File: config.mk
export PLATFORM = sky130hd
export DESIGN_NAME = usrp2puf
export DESIGN_NICKNAME = d
export VERILOG_FILES = /design/src/rtl/usrp2puf.sv
export SDC_FILE = /design/constraint.sdc
export NUM_CORES = 1
export LEC_CHECK = 0
export ABC_AREA = 1
export CAP_MARGIN = 20
export CORE_UTILIZATION = 55
export CTS_CLUSTER_SIZE = 20
export DETAILED_ROUTE_END_ITERATION = 8
export GPL_TIMING_DRIVEN = 1
export PLACE_DENSITY = 0.73
export SETUP_SLACK_MARGIN = 0.4
export SYNTH_ARGS = -nofsm -noshare
export SYNTH_HDL_FRONTEND = slang
export SYNTH_SLANG_ARGS = --single-unit
File: constraint.sdc
create_clock -name clk -period 10.4 [get_ports clk]
set_input_delay 2.08 -clock clk [delete_from_list [all_inputs] [get_ports clk]]
set_output_delay 2.08 -clock clk [all_outputs]
set_load 0.02 [all_outputs]
File: src/rtl/usrp2puf.sv
// usrp2puf: 5:4 decimating linear-interpolation resampler for complex IQ
// AXI-Stream samples. Every 5 input beats yield 4 outputs at input positions
// 0, 1.25, 2.5 and 3.75. Two-stage multiply / sum-round pipeline, throughput
// one beat per cycle, backpressure stalls the whole pipeline.
module usrp2puf #(
  parameter int unsigned DATA_WIDTH = 16,
  parameter int unsigned FRAC_BITS  = 15
) (
  input  logic                    clk,
  input  logic                    reset,
  input  logic                    in_tvalid,
  input  logic                    in_tlast,
  output logic                    in_tready,
  input  logic [2*DATA_WIDTH-1:0] in_tdata,
  output logic                    out_tvalid,
  output logic                    out_tlast,
  input  logic                    out_tready,
  output logic [2*DATA_WIDTH-1:0] out_tdata,
  output logic [2:0]              phase
);

  localparam int unsigned SW = DATA_WIDTH + FRAC_BITS + 3;

  // Interpolation weights; the two weights of every phase sum to unity, so
  // the rounded result always fits DATA_WIDTH without saturation.
  localparam logic signed [SW-1:0] W_ONE  = SW'(1) << FRAC_BITS;
  localparam logic signed [SW-1:0] W_HALF = W_ONE >>> 1;
  localparam logic signed [SW-1:0] W_QTR  = W_ONE >>> 2;
  localparam logic signed [SW-1:0] W_3QTR = W_HALF + W_QTR;

  typedef enum logic [2:0] {
    PH0 = 3'd0,
    PH1 = 3'd1,
    PH2 = 3'd2,
    PH3 = 3'd3,
    PH4 = 3'd4
  } phase_e;

  phase_e phase_q, phase_d;

  logic en, accept, emit;
  logic signed [SW-1:0] wa, wb;

  logic signed [DATA_WIDTH-1:0] cur_re, cur_im;
  logic signed [DATA_WIDTH-1:0] prev_re_q, prev_im_q;

  logic signed [SW-1:0] pa_re_d, pb_re_d, pa_im_d, pb_im_d;
  logic signed [SW-1:0] pa_re_q, pb_re_q, pa_im_q, pb_im_q;
  logic                 s1_vld_q, s1_last_q;

  logic signed [SW-1:0] sum_re, sum_im, rnd_re, rnd_im;
  logic [2*DATA_WIDTH-1:0] out_data_d;

  logic                    out_vld_q, out_last_q;
  logic [2*DATA_WIDTH-1:0] out_data_q;

  logic unused_bits;

  // Pipeline advances whenever the output register is empty or being drained.
  assign en        = ~out_vld_q | out_tready;
  assign in_tready = en;
  assign accept    = in_tvalid & en;

  assign cur_re = in_tdata[2*DATA_WIDTH-1:DATA_WIDTH];
  assign cur_im = in_tdata[DATA_WIDTH-1:0];

  // Per-phase weight selection, output emission and phase sequencing.
  always_comb begin
    wa      = '0;
    wb      = W_ONE;
    emit    = 1'b1;
    phase_d = phase_q;
    unique case (phase_q)
      PH0: ;
      // A packet ending on phase 1 would otherwise lose its tlast: flush cur.
      PH1: emit = in_tlast;
      PH2: begin wa = W_3QTR; wb = W_QTR;  end
      PH3: begin wa = W_HALF; wb = W_HALF; end
      PH4: begin wa = W_QTR;  wb = W_3QTR; end
      default: ;
    endcase
    if (accept) begin
      phase_d = (in_tlast || phase_q == PH4) ? PH0 : phase_e'(phase_q + 3'd1);
    end
  end

  assign pa_re_d = wa * SW'(prev_re_q);
  assign pb_re_d = wb * SW'(cur_re);
  assign pa_im_d = wa * SW'(prev_im_q);
  assign pb_im_d = wb * SW'(cur_im);

  // Round half up, then drop the fractional bits.
  assign sum_re = pa_re_q + pb_re_q + W_HALF;
  assign sum_im = pa_im_q + pb_im_q + W_HALF;
  assign rnd_re = sum_re >>> FRAC_BITS;
  assign rnd_im = sum_im >>> FRAC_BITS;
  assign out_data_d = {rnd_re[DATA_WIDTH-1:0], rnd_im[DATA_WIDTH-1:0]};
  assign unused_bits = ^{rnd_re[SW-1:DATA_WIDTH], rnd_im[SW-1:DATA_WIDTH]};

  // Phase counter and previous-sample register move on accepted beats only.
  always_ff @(posedge clk or negedge reset) begin
    if (!reset) begin
      phase_q   <= PH0;
      prev_re_q <= '0;
      prev_im_q <= '0;
    end else begin
      phase_q <= phase_d;
      if (accept) begin
        prev_re_q <= cur_re;
        prev_im_q <= cur_im;
      end
    end
  end

  // Stage 1: register weighted products with valid/tlast.
  always_ff @(posedge clk or negedge reset) begin
    if (!reset) begin
      s1_vld_q  <= 1'b0;
      s1_last_q <= 1'b0;
      pa_re_q   <= '0;
      pb_re_q   <= '0;
      pa_im_q   <= '0;
      pb_im_q   <= '0;
    end else if (en) begin
      s1_vld_q  <= accept & emit;
      s1_last_q <= accept & in_tlast;
      pa_re_q   <= pa_re_d;
      pb_re_q   <= pb_re_d;
      pa_im_q   <= pa_im_d;
      pb_im_q   <= pb_im_d;
    end
  end

  // Stage 2: output register; data only reloads on a valid stage-1 beat.
  always_ff @(posedge clk or negedge reset) begin
    if (!reset) begin
      out_vld_q  <= 1'b0;
      out_last_q <= 1'b0;
      out_data_q <= '0;
    end else if (en) begin
      out_vld_q  <= s1_vld_q;
      out_last_q <= s1_vld_q & s1_last_q;
      if (s1_vld_q) begin
        out_data_q <= out_data_d;
      end
    end
  end

  assign out_tvalid = out_vld_q;
  assign out_tlast  = out_last_q;
  assign out_tdata  = out_data_q;
  assign phase      = phase_q;

endmodule
**Word level (Yosys, flattened, before mapping)**

Cells that the tools add are included.

- Add/subtract/negate cells: 5
- Multiply operators: 4
- Eq/ne operators: 4
- Multiplexer cells: 4
- Bitwise gates (word level): 6
- Reduce and logical (&&, ||, !) cells: 2

Operators by type and width:

| kind | count |
|---|---|
| $add 31x16->31 const B | 2 |
| $add 31x31->31 | 2 |
| $mul 16x16->31 | 2 |
| $mul 17x16->31 | 2 |
| $pmux 16 s3 | 1 |
| $pmux 15 s3 | 1 |
| $eq 3x2->1 const B | 2 |
| $and 1x1->1 | 4 |
| $add 3x1->3 const B | 1 |
| $eq 3x1->1 const B | 1 |
| $eq 3x3->1 const B | 1 |
| $mux 3 | 1 |
| $reduce_and 2->1 | 1 |
| $logic_or 1x1->1 | 1 |
| $mux 1 | 1 |
| $not 1->1 | 1 |
| $or 1x1->1 | 1 |

- Register bits: 195
- Input bits: 37
- Output and inout bits: 38
- Word-level logic and storage cells: 37

**Logic depth before layout (Yosys ltp)**

Gate-level depths: netlist (run 1).

- Depth after elaboration: 4
- Gate-level depth with buffers: 27
- Gate-level depth less buffers: 26

**Worst setup path before layout (run 1)**

Ideal clock, no wire load.

- Kind: input port to flip-flop
- Start point: input in_tdata[11]
- End point: register pb_im_q[30]
- Setup time: 0.117 ns
- Data arrival time: 5.708 ns
- Data required time: 10.283 ns
- Setup slack: 4.574 ns
- Stages: 19
- Path buffers: 0
- Cell sequence: inv_1 > nor2_1 > fa_1 > ha_1 > fa_1 > inv_1 > fa_1 > inv_1 > ha_1 > ha_1 > ha_1 > a21oi_1 > nand2_1 > a21oi_1 > nand2_1 > inv_1 > nand2_1 > nand3_1 > nand2_1

- Word-level cells in the longest chain between the ends: 1

RTL lines:

| element | RTL line | text |
|---|---|---|
| start: declaration | 14 | `input logic [2*DATA_WIDTH-1:0] in_tdata,` |
| $mul 17x16->31 | 90 | `assign pb_im_d = wb * SW'(cur_im);` |
| end signal: assignment | 130 | `pb_im_q <= pb_im_d;` |
| end: declaration | 48 | `logic signed [SW-1:0] pa_re_q, pb_re_q, pa_im_q, pb_im_q;` |

Every way passes these cells.
A chain may end at the register's enable or synchronous reset.

**Worst setup path after layout (run 1)**

- Start point: input out_tready
- End point: output in_tready

- Word-level cells in the longest chain between the ends: 1

RTL lines:

| element | RTL line | text |
|---|---|---|
| start: declaration | 17 | `input logic out_tready,` |
| $or 1x1->1 | 60 | `assign en = ~out_vld_q \| out_tready;` |
| end: declaration | 13 | `output logic in_tready,` |

Every way passes these cells.

==> flow_summary.yaml, run 1 <==
outcome:
  status: "complete, no violations"
yosys:
  synth_area_leaders: "ha_1, dfrtp_1, nand2_1"
  netlist_area_sq_um: 17100
  synth_warnings: 0
  synth-adder-area-share_pct: 38.1
  synth-xor-area-share_pct: 2.10
  synth_common_cells: "nand2_1, ha_1, inv_1"
  yosysMostFrequentCell: "nand2_1"
  syn_nets: 2750
  synth_cell_type_count: 40
  synthMuxAreaShare_pct: 0
  synth_edf_count: 0
  ys_async_sr_fraction_pct: 100
  ys.flop_type: "dfrtp_1"
  synthCells: 2236
  synth-seq-area-share_pct: 20.9
  synth_compound_area_share_pct: 6.50
  netlist.area_leader.share_pct: 29.4
  synth-seq-cells: 143
  avgSynthCellArea_sq_um: 7.66
  synth_top_area_cell: "ha_1"
  synth_top_family_by_area: "adder cells"
  synthSimpleGateAreaFrac_pct: 23.1
global_routing:
  grt.total_usage_pct: 26.2
  antenna_found_initial: 0
  grt_pass1_wl_um: 66300
  grt_overflow: 0
  grt_pass1_vias: 14000
  grt_max_degree: 100
finish:
  antenna_cells: 0
  nNetsFinal: 2808
  drive_above_1_share_pct: 2.95
  fillerInstances: 2806
  utilization_pct: 61.7
  fin_cells: 2703
  syn_to_final_growth_pct: 10.2
route:
  via_per_inst: 5.26
  routed_wl_um: 39400
  drc: 0
  met3_length_um: 1540
  wl_met1_um: 20100
  antenna_left: 0
  wl_per_cell_um: 14.6
  drt_iter0_drc: 800
  first_pass_iters: 5
  wl_met2_um: 17300
  top_layer_used: "met4"
  vias: 14200
place:
  io_buffers: 74
  dp_cells: 2671
  place.gp.congestion: 0.896
  place_hpwl_um: 31300
cts:
  htree_levels: 4
  worstSkewPairLatency_ns: 0.44
  clock_sinks: 143
  postCtsResizedCells: 0
  cts_buffers: 17
  cts_tree: "built"
  path_clk_slew_ns: 0.07
  holdBufCountCts: 0
  post_cts_buffers: 0
  clock_tree.root_cell: "clkbuf_16"
  cts_max_path_buffers: 2
die:
  start_util_pct: 56.0
  core_area_sq_um: 30600
  num_io_pins: 75
  die-area_sq_um: 31900
  die_h_um: 179
  die_w_um: 179
  fp-row-count: 64
power:
  power_density_nw_per_um2: 326
  ir_worst_vdd_v: 0.000162
  p_leak_uw: 0.0111
sta:
  layout_worst_path_cycle_share_pct: 62.8
  layout_min_cycle_time_ns: 6.53
  clock.fmax_ghz: 0.153
  skew_ns: 0.0176
  rsz0062_at_grt: "false"
  worst_pin_slew_ns: 0.989
  drv_slew: 0
  finalSetupTns_ns: 0
  finalHoldViolCount: 0
  setup_violations: 0
  max-slew-margin-rel_pct: 34.1
setup_path:
  crit_arrival_ns: 4.45
  worstPathRequired_ns: 8.32
  path_class: "input port to output pin"
  endpoint_kind: "output pin"
  cp-start-kind: "input port"
  cp_max_fo: 99
run:
  cap_violations: 0
hold_path:
  min_path_type: "flip-flop to flip-flop"
area by class of cell:
| cell class | instances | area (sq um) | area share, % |
|---|---|---|---|
| multi-input cells | 1686 | 12000 | 63.3 |
| flip-flops and latches | 143 | 3580 | 19.0 |
| inverters | 365 | 1370 | 7.26 |
| repair buffers | 81 | 795 | 4.21 |
| well taps | 396 | 495 | 2.62 |
| clock buffers | 20 | 457 | 2.42 |
| clock inverters | 12 | 231 | 1.23 |
sequential cells by signal (all words and copies together) (netlist names):
register	count
out_tdata	32
out_tlast	1
out_tvalid	1
pa_im_q	18
pa_re_q	18
pb_im_q	18
pb_re_q	18
phase	3
prev_im_q	16
prev_re_q	16
s1_last_q	1
s1_vld_q	1
logic make-up after synthesis:
family                   count (synthesis)
AND/OR/NAND/NOR                        959
flip-flops                             143
buffers and inverters                  407
XOR/XNOR                                41
AO/OA/AOI/OAI                          209
adder cells (fa/ha/maj)                477
where the power goes:
part	total (uW)	internal, uW	switching [uW]	leakage, uW
sequential	966	799	167	0.00176
clock	735	466	270	0.000331
combinational	4450	1720	2730	0.00898
path summary, 6_finish.rpt:
kind | from | endpoint | slack (ns) | depth (start not counted)
max in group asynchronous | reset | pa_im_q[26]$_DFFE_PN0N_ | 7.33 | 2
worst min register to register | s1_vld_q$_DFFE_PN0N_ | out_tvalid$_DFFE_PN0N_ | 0.48 | 2
worst min-delay path | s1_vld_q$_DFFE_PN0N_ | out_tvalid$_DFFE_PN0N_ | 0.48 | 2
min in group asynchronous | reset | out_tdata[14]$_DFFE_PN0P_ | 1.66 | 1
worst max register to register | phase[0]$_DFFE_PN0P_ | pb_re_q[30]$_DFFE_PN0N_ | 4.47 | 24
worst max-delay path | out_tready | in_tready | 3.87 | 6
stage by stage:
stage | setup WS [ns] | cell area, sq um | power, uW | hold slack [ns]
after floorplan | 4.57 | 17100 | 4220 | 0.445
after global routing | 3.68 | 18900 | 6900 | 0.506
final | 3.87 | 18900 | 6150 | 0.476
after global placement | 3.58 | 18200 | 5300 | 0.463
after detailed placement | 3.47 | 18200 | 5360 | 0.460
after CTS | 3.82 | 18900 | 6190 | 0.474
cells in the final DEF (no fill, tap or decap), drive strengths merged, types with 7 or more instances in the layout:
cell,Yosys,final
a21oi,82,82
and2,7,7
buf,32,8
clkbuf,10,20
clkdlybuf4s50,0,73
dfrtp,143,143
fa,74,74
ha,403,403
inv,365,366
nand2,558,558
nand3,129,129
nand3b,11,11
nand4,16,16
nor2,223,223
o21ai,106,106
or2,7,7
xnor2,29,29
xor2,12,12
worst max-delay path, stage by stage:
cell	delay [ns]
clkdlybuf4s50_1	0.51
nor2_4	0.05
buf_4	0.39
inv_2	0.12
buf_4	0.56
clkdlybuf4s50_1	0.73
routing by layer:
metal  global-route usage, %  vias up
li1                        -     7293
met1                    37.2     6624
met5                       0        -
met3                    3.45       33
met4                    4.84        0
met2                    42.7      264
(Power assumes the default switching activity.)
==> inputs of run 2 (changes only) <==
- clock period: 10.4 -> 6.7 ns (I/O delays scaled with it)
==> run 2 against run 1 <==
Compared with the run above: total power rose by 52%; register-to-register slack got worse by 3.4 ns; sequential power rose by 55%; cell count rose by 0.11%; critical endpoint is now pb_im_q[30]$_DFFE_PN0N_; largest power group unchanged.
==> flow_summary.yaml, run 2 (synthesis gave the netlist of run 1 again) <==
power:
  power_frac_comb_pct: 74.2
  power_density_nw_per_um2: 499
  intPower_uw: 4400
  pwr-share-seq_pct: 16.0
  p_leak_uw: 0.0110
  ir_worst_vdd_v: 0.000272
  switching_share_pct: 53.0
  pwr-share-clk_pct: 9.8
  power_uw: 9360
  p_switching_uw: 4960
cts:
  worstSkewPairLatency_ns: 0.44
  cts_buffers: 17
  post_cts_buffers: 0
  cts_tree: "built"
  path_clk_slew_ns: 0.07
  htree_levels: 4
  holdBufCountCts: 0
  clock_sinks: 143
  clock_tree.root_cell: "clkbuf_16"
  cts_max_path_buffers: 2
  postCtsResizedCells: 0
route:
  antenna_left: 0
  vias: 14200
  first_pass_iters: 5
  drt_iter0_drc: 695
  wl_per_cell_um: 14.4
  drc: 0
  via_per_inst: 5.27
  routed_wl_um: 38900
sta:
  setup_violations: 0
  clock.fmax_ghz: 0.177
  skew_ns: 0.0143
  layout_worst_path_cycle_share_pct: 84.5
  layout_min_cycle_time_ns: 5.66
  max-slew-margin-rel_pct: 29.0
  drv_slew: 0
  finalHoldViolCount: 0
  worst_pin_slew_ns: 1.06
  finalSetupTns_ns: 0
  rsz0062_at_grt: "false"
setup_path:
  cp.depth: 23
  path_cells: "inv_1 -> ha_1 -> nand2_2 -> nand2_1 -> inv_2 -> nor2_1 -> fa_1 -> ha_1 -> fa_1 -> inv_1 -> fa_1 -> inv_1 -> ha_1 -> ha_1 -> ha_1 -> a21oi_1 -> nand2_1 -> a21oi_1 -> nand2_1 -> inv_1 -> nand2_1 -> nand3_1 -> nand2_1"
  critPathLaunch: "phase[0]$_DFFE_PN0P_"
  cp-start-kind: "flip-flop"
  cp_max_fo: 27
  path_class: "flip-flop to flip-flop"
  worstPathRequired_ns: 7.02
  r2r_slack_ns: 1.04
  endpoint: "pb_im_q[30]$_DFFE_PN0N_"
  rr_endpoint: "pb_im_q[30]$_DFFE_PN0N_"
  reg2reg_depth: 23
  critical-path-top-delay-family: "adder cells"
  endpoint_kind: "flip-flop"
  path_buf_inv: 5
  r2r_start: "phase[0]$_DFFE_PN0P_"
  crit_arrival_ns: 5.98
  cp_slowest_cell: "inv_2"
  cp_slowest_stage_delay_ns: 0.53
hold_path:
  min_path_type: "flip-flop to flip-flop"
die:
  die-area_sq_um: 31900
  start_util_pct: 56.0
  core_area_sq_um: 30600
  die_h_um: 179
  num_io_pins: 75
  die_w_um: 179
  fp-row-count: 64
place:
  io_buffers: 74
  place.gp.congestion: 0.881
  dp_cells: 2674
  place_hpwl_um: 31700
global_routing:
  antenna_found_initial: 0
  grt.total_usage_pct: 26.3
  grt_pass1_wl_um: 66600
  grt_overflow: 0
  grt_max_degree: 99
  grt_pass1_vias: 14100
outcome:
  status: "complete, no violations"
finish:
  layout_common_cells: "nand2_1, ha_1, inv_1, nor2_1, dfrtp_1"
  drive_above_1_share_pct: 3.12
  antenna_cells: 0
  fin_cells: 2706
  utilization_pct: 61.3
  largest_register_ffs: 32
  final_common_cell: "nand2_1"
  nNetsFinal: 2811
  syn_to_final_growth_pct: 9.51
run:
  cap_violations: 0
==> run 2: cell count changes in the layout (fill, tap and decap cells not counted), sizes merged <==
cell and change:
clkbuf -3, inv +8, bufinv -6, buf +3
clkinvlp -1, clkinv +2
==> run 2: worst min path at each step <==
stage	to	slack [ns]	depth (start not counted)	from
floorplan	out_tvalid$_DFFE_PN0N_	0.44	2	s1_vld_q$_DFFE_PN0N_
global placement	out_tdata[5]$_DFFE_PN0P_	0.46	2	out_tdata[5]$_DFFE_PN0P_
detailed placement	out_tdata[28]$_DFFE_PN0P_	0.47	2	out_tdata[28]$_DFFE_PN0P_
CTS	out_tdata[28]$_DFFE_PN0P_	0.48	2	out_tdata[28]$_DFFE_PN0P_
global route	pb_im_q[30]$_DFFE_PN0N_	0.50	2	pb_im_q[30]$_DFFE_PN0N_
finish	out_tdata[26]$_DFFE_PN0P_	0.48	2	out_tdata[26]$_DFFE_PN0P_
==> run 2: area by class of cell <==
type / count / area (sq um)
Multi-Input combinational cell: 1686 / 12000
Fill cell: 2787 / 11800
Sequential cell: 143 / 3580
Inverter: 365 / 1370
Timing Repair Buffer: 84 / 817
Tap cell: 396 / 495
Clock buffer: 17 / 425
Clock inverter: 15 / 125
==> run 2: metal layers <==
layer	wire length (um)	GRT usage, %
met1	19600	36.7
met5	0	0
met2	17200	42.7
met3	1530	3.41
met4	617	7.03
==> run 2: power by group through the flow <==
stage,logic [uW],clock network [uW],registers (uW)
2_1_floorplan,5000,0,1540
3_3_place_gp,6780,0,1500
3_5_place_dp,6870,0,1510
4_1_cts,6990,934,1490
5_1_grt,8030,973,1540
6_report,6950,919,1500
==> run 2: stage by stage <==
stage | hold WS, ns | area [sq um] | setup slack [ns]
4_1_cts | 0.484 | 18800 | 1.05
3_3_place_gp | 0.462 | 18200 | 0.884
6_report | 0.478 | 18800 | 1.04
5_1_grt | 0.503 | 18800 | 0.657
2_1_floorplan | 0.445 | 17100 | 1.61
3_5_place_dp | 0.466 | 18200 | 0.867
==> run 2: worst register-to-register path, cell delays in order (launching register included) <==
cell and delay [ns]:
dfrtp_1 0.45, inv_1 0.10, ha_1 0.22, nand2_2 0.13, nand2_1 0.26, inv_2 0.53
nor2_1 0.13, fa_1 0.48, ha_1 0.32, fa_1 0.53, inv_1 0.05, fa_1 0.52
inv_1 0.04, ha_1 0.29, ha_1 0.30, ha_1 0.36, a21oi_1 0.32, nand2_1 0.11
a21oi_1 0.13, nand2_1 0.08, inv_1 0.05, nand2_1 0.04, nand3_1 0.05, nand2_1 0.05
==> inputs of run 3 (changes only) <==
- clock period: 6.7 -> 5.85 ns (I/O delays scaled with it)
==> run 3 against run 2 <==
Compared with the run above: critical path depth fell by 5; clock-buffer cell count is 3 higher; combinational power up 17%; setup slack got worse by 0.38 ns; total power increased by 16%; register-to-register slack lost 0.32 ns; first-iteration DRC count is 12% higher; cell count grew 0.26%; clock power increased by 11%; global-route usage is 0.42 points lower; sequential power rose by 14%; design area increased by 0.73%.
==> flow_summary.yaml, run 3 (synthesis gave the netlist of run 1 again) <==
sta:
  max-slew-margin-rel_pct: 36.9
  fin_hold_ws_ns: 0.477
  drv_slew: 0
  finalHoldViolCount: 0
  setup_violations: 0
  clock.fmax_ghz: 0.193
  layout_min_cycle_time_ns: 5.19
  layout_worst_path_cycle_share_pct: 88.8
  rsz0062_at_grt: "true"
  finalSetupTns_ns: 0
  skew_ns: 0.0181
  worst_pin_slew_ns: 0.946
cts:
  post_cts_buffers: 0
  cts_max_path_buffers: 2
  clock_tree.root_cell: "clkbuf_16"
  cts_buffers: 17
  clock_sinks: 143
  cts_tree: "built"
  worstSkewPairLatency_ns: 0.43
  htree_levels: 4
  holdBufCountCts: 0
  path_clk_slew_ns: 0.06
outcome:
  status: "complete, no violations"
global_routing:
  grt_pass1_wl_um: 65400
  grt_pass1_vias: 13700
  grt_overflow: 0
  antenna_found_initial: 0
  grt.total_usage_pct: 25.9
  grt_max_degree: 99
place:
  place_hpwl_um: 31900
  place.gp.congestion: 0.857
  io_buffers: 74
setup_path:
  cp_slowest_stage_delay_ns: 0.53
  worstPathRequired_ns: 6.17
  cp-start-kind: "input port"
  timing.critical_path.mode_cell: "ha_1"
  path_buf_inv: 4
  crit_arrival_ns: 5.51
  cp_slowest_cell: "fa_1"
  path_class: "input port to flip-flop"
  critical-path-top-delay-family: "adder cells"
  endpoint_kind: "flip-flop"
  path_cells: "clkdlybuf4s50_1 -> nand2_1 -> fa_1 -> inv_1 -> ha_1 -> ha_1 -> fa_1 -> inv_1 -> fa_1 -> inv_1 -> ha_1 -> ha_1 -> a21oi_1 -> o21ai_0 -> a21oi_1 -> nand3_1 -> nand3_1 -> nand2_1"
  cp_max_fo: 4
power:
  p_leak_uw: 0.0111
  ir_worst_vdd_v: 0.000258
  power_density_nw_per_um2: 573
route:
  via_per_inst: 5.23
  wl_per_cell_um: 14.3
  antenna_left: 0
  vias: 14200
  first_pass_iters: 5
  drt_iter0_drc: 778
  drc: 0
  routed_wl_um: 38700
die:
  die_w_um: 179
  die-area_sq_um: 31900
  start_util_pct: 56.0
  core_area_sq_um: 30600
  num_io_pins: 75
  die_h_um: 179
  fp-row-count: 64
finish:
  syn_to_final_growth_pct: 10.3
  antenna_cells: 0
  largest_register_ffs: 32
  fillerInstances: 2819
  nNetsFinal: 2820
  layout_common_cells: "nand2_1, ha_1, inv_1, nor2_1, dfrtp_1"
  final_common_cell: "nand2_1"
  drive_above_1_share_pct: 3.80
run:
  cap_violations: 0
hold_path:
  min_path_type: "flip-flop to flip-flop"
[run 3: per-layer routing]
metal  GRT usage, %  routed length, um
met5              0                  0
met4           5.65                512
met3           3.73               1560
met2           41.5              16900
met1           36.8              19700
[run 3: report_power, final]
| group | leakage, uW | internal, uW | switching [uW] |
|---|---|---|---|
| combinational | 0.00905 | 3140 | 4950 |
| clock | 0.000252 | 566 | 456 |
| sequential | 0.00176 | 1420 | 289 |
| total | 0.0111 | 5130 | 5700 |
[run 3: final timing paths]
kind / startpoint / endpoint / slack [ns] / depth (start not counted)
max reg2reg: phase[1]$_DFFE_PN0P_ / pb_re_q[29]$_DFFE_PN0N_ / 0.72 / 22
max in group asynchronous: reset / out_tdata[17]$_DFFE_PN0P_ / 4.34 / 2
max: in_tdata[25] / pb_re_q[29]$_DFFE_PN0N_ / 0.66 / 18
min in group asynchronous: reset / pa_im_q[27]$_DFFE_PN0N_ / 0.64 / 2
min reg2reg: out_tdata[5]$_DFFE_PN0P_ / out_tdata[5]$_DFFE_PN0P_ / 0.48 / 2
min: out_tdata[5]$_DFFE_PN0P_ / out_tdata[5]$_DFFE_PN0P_ / 0.48 / 2
[run 3: cell type report]
class | count | area [sq um] | share of cell area, %
multi-input combinational | 1686 | 12000 | 63.4
sequential | 143 | 3580 | 18.9
inverter | 365 | 1380 | 7.28
timing repair buffer | 93 | 925 | 4.89
tap | 396 | 495 | 2.62
clock buffer | 20 | 457 | 2.42
clock inverter | 10 | 82.6 | 0.437
[run 3: tightest hold or removal path, cell delays in order, from the launching register on]
cell	delay, ns
dfrtp_1	0.34
nand2_1	0.05
nand2_1	0.05
[run 3: what timing repair did]
| action | 4_1_cts | 5_1_grt |
|---|---|---|
| gates resized for setup | 0 | 14 |
| hold endpoints to repair | 0 | 0 |
| endpoints found under the setup margin | 0 | 12 |
[run 3: stage by stage]
stage / worst slack, ns / utilization (%) / area (sq um) / cells / power (uW)
floorplan: 0.829 / - / 17100 / 2236 / 7490
global placement: 0.207 / 59.8 / 18300 / 2682 / 9530
detailed placement: 0.196 / 59.8 / 18300 / 2682 / 9640
CTS: 0.633 / 61.5 / 18800 / 2712 / 10800
global route: 0.386 / 61.8 / 18900 / 2713 / 12100
finish: 0.655 / 61.8 / 18900 / 2713 / 10800
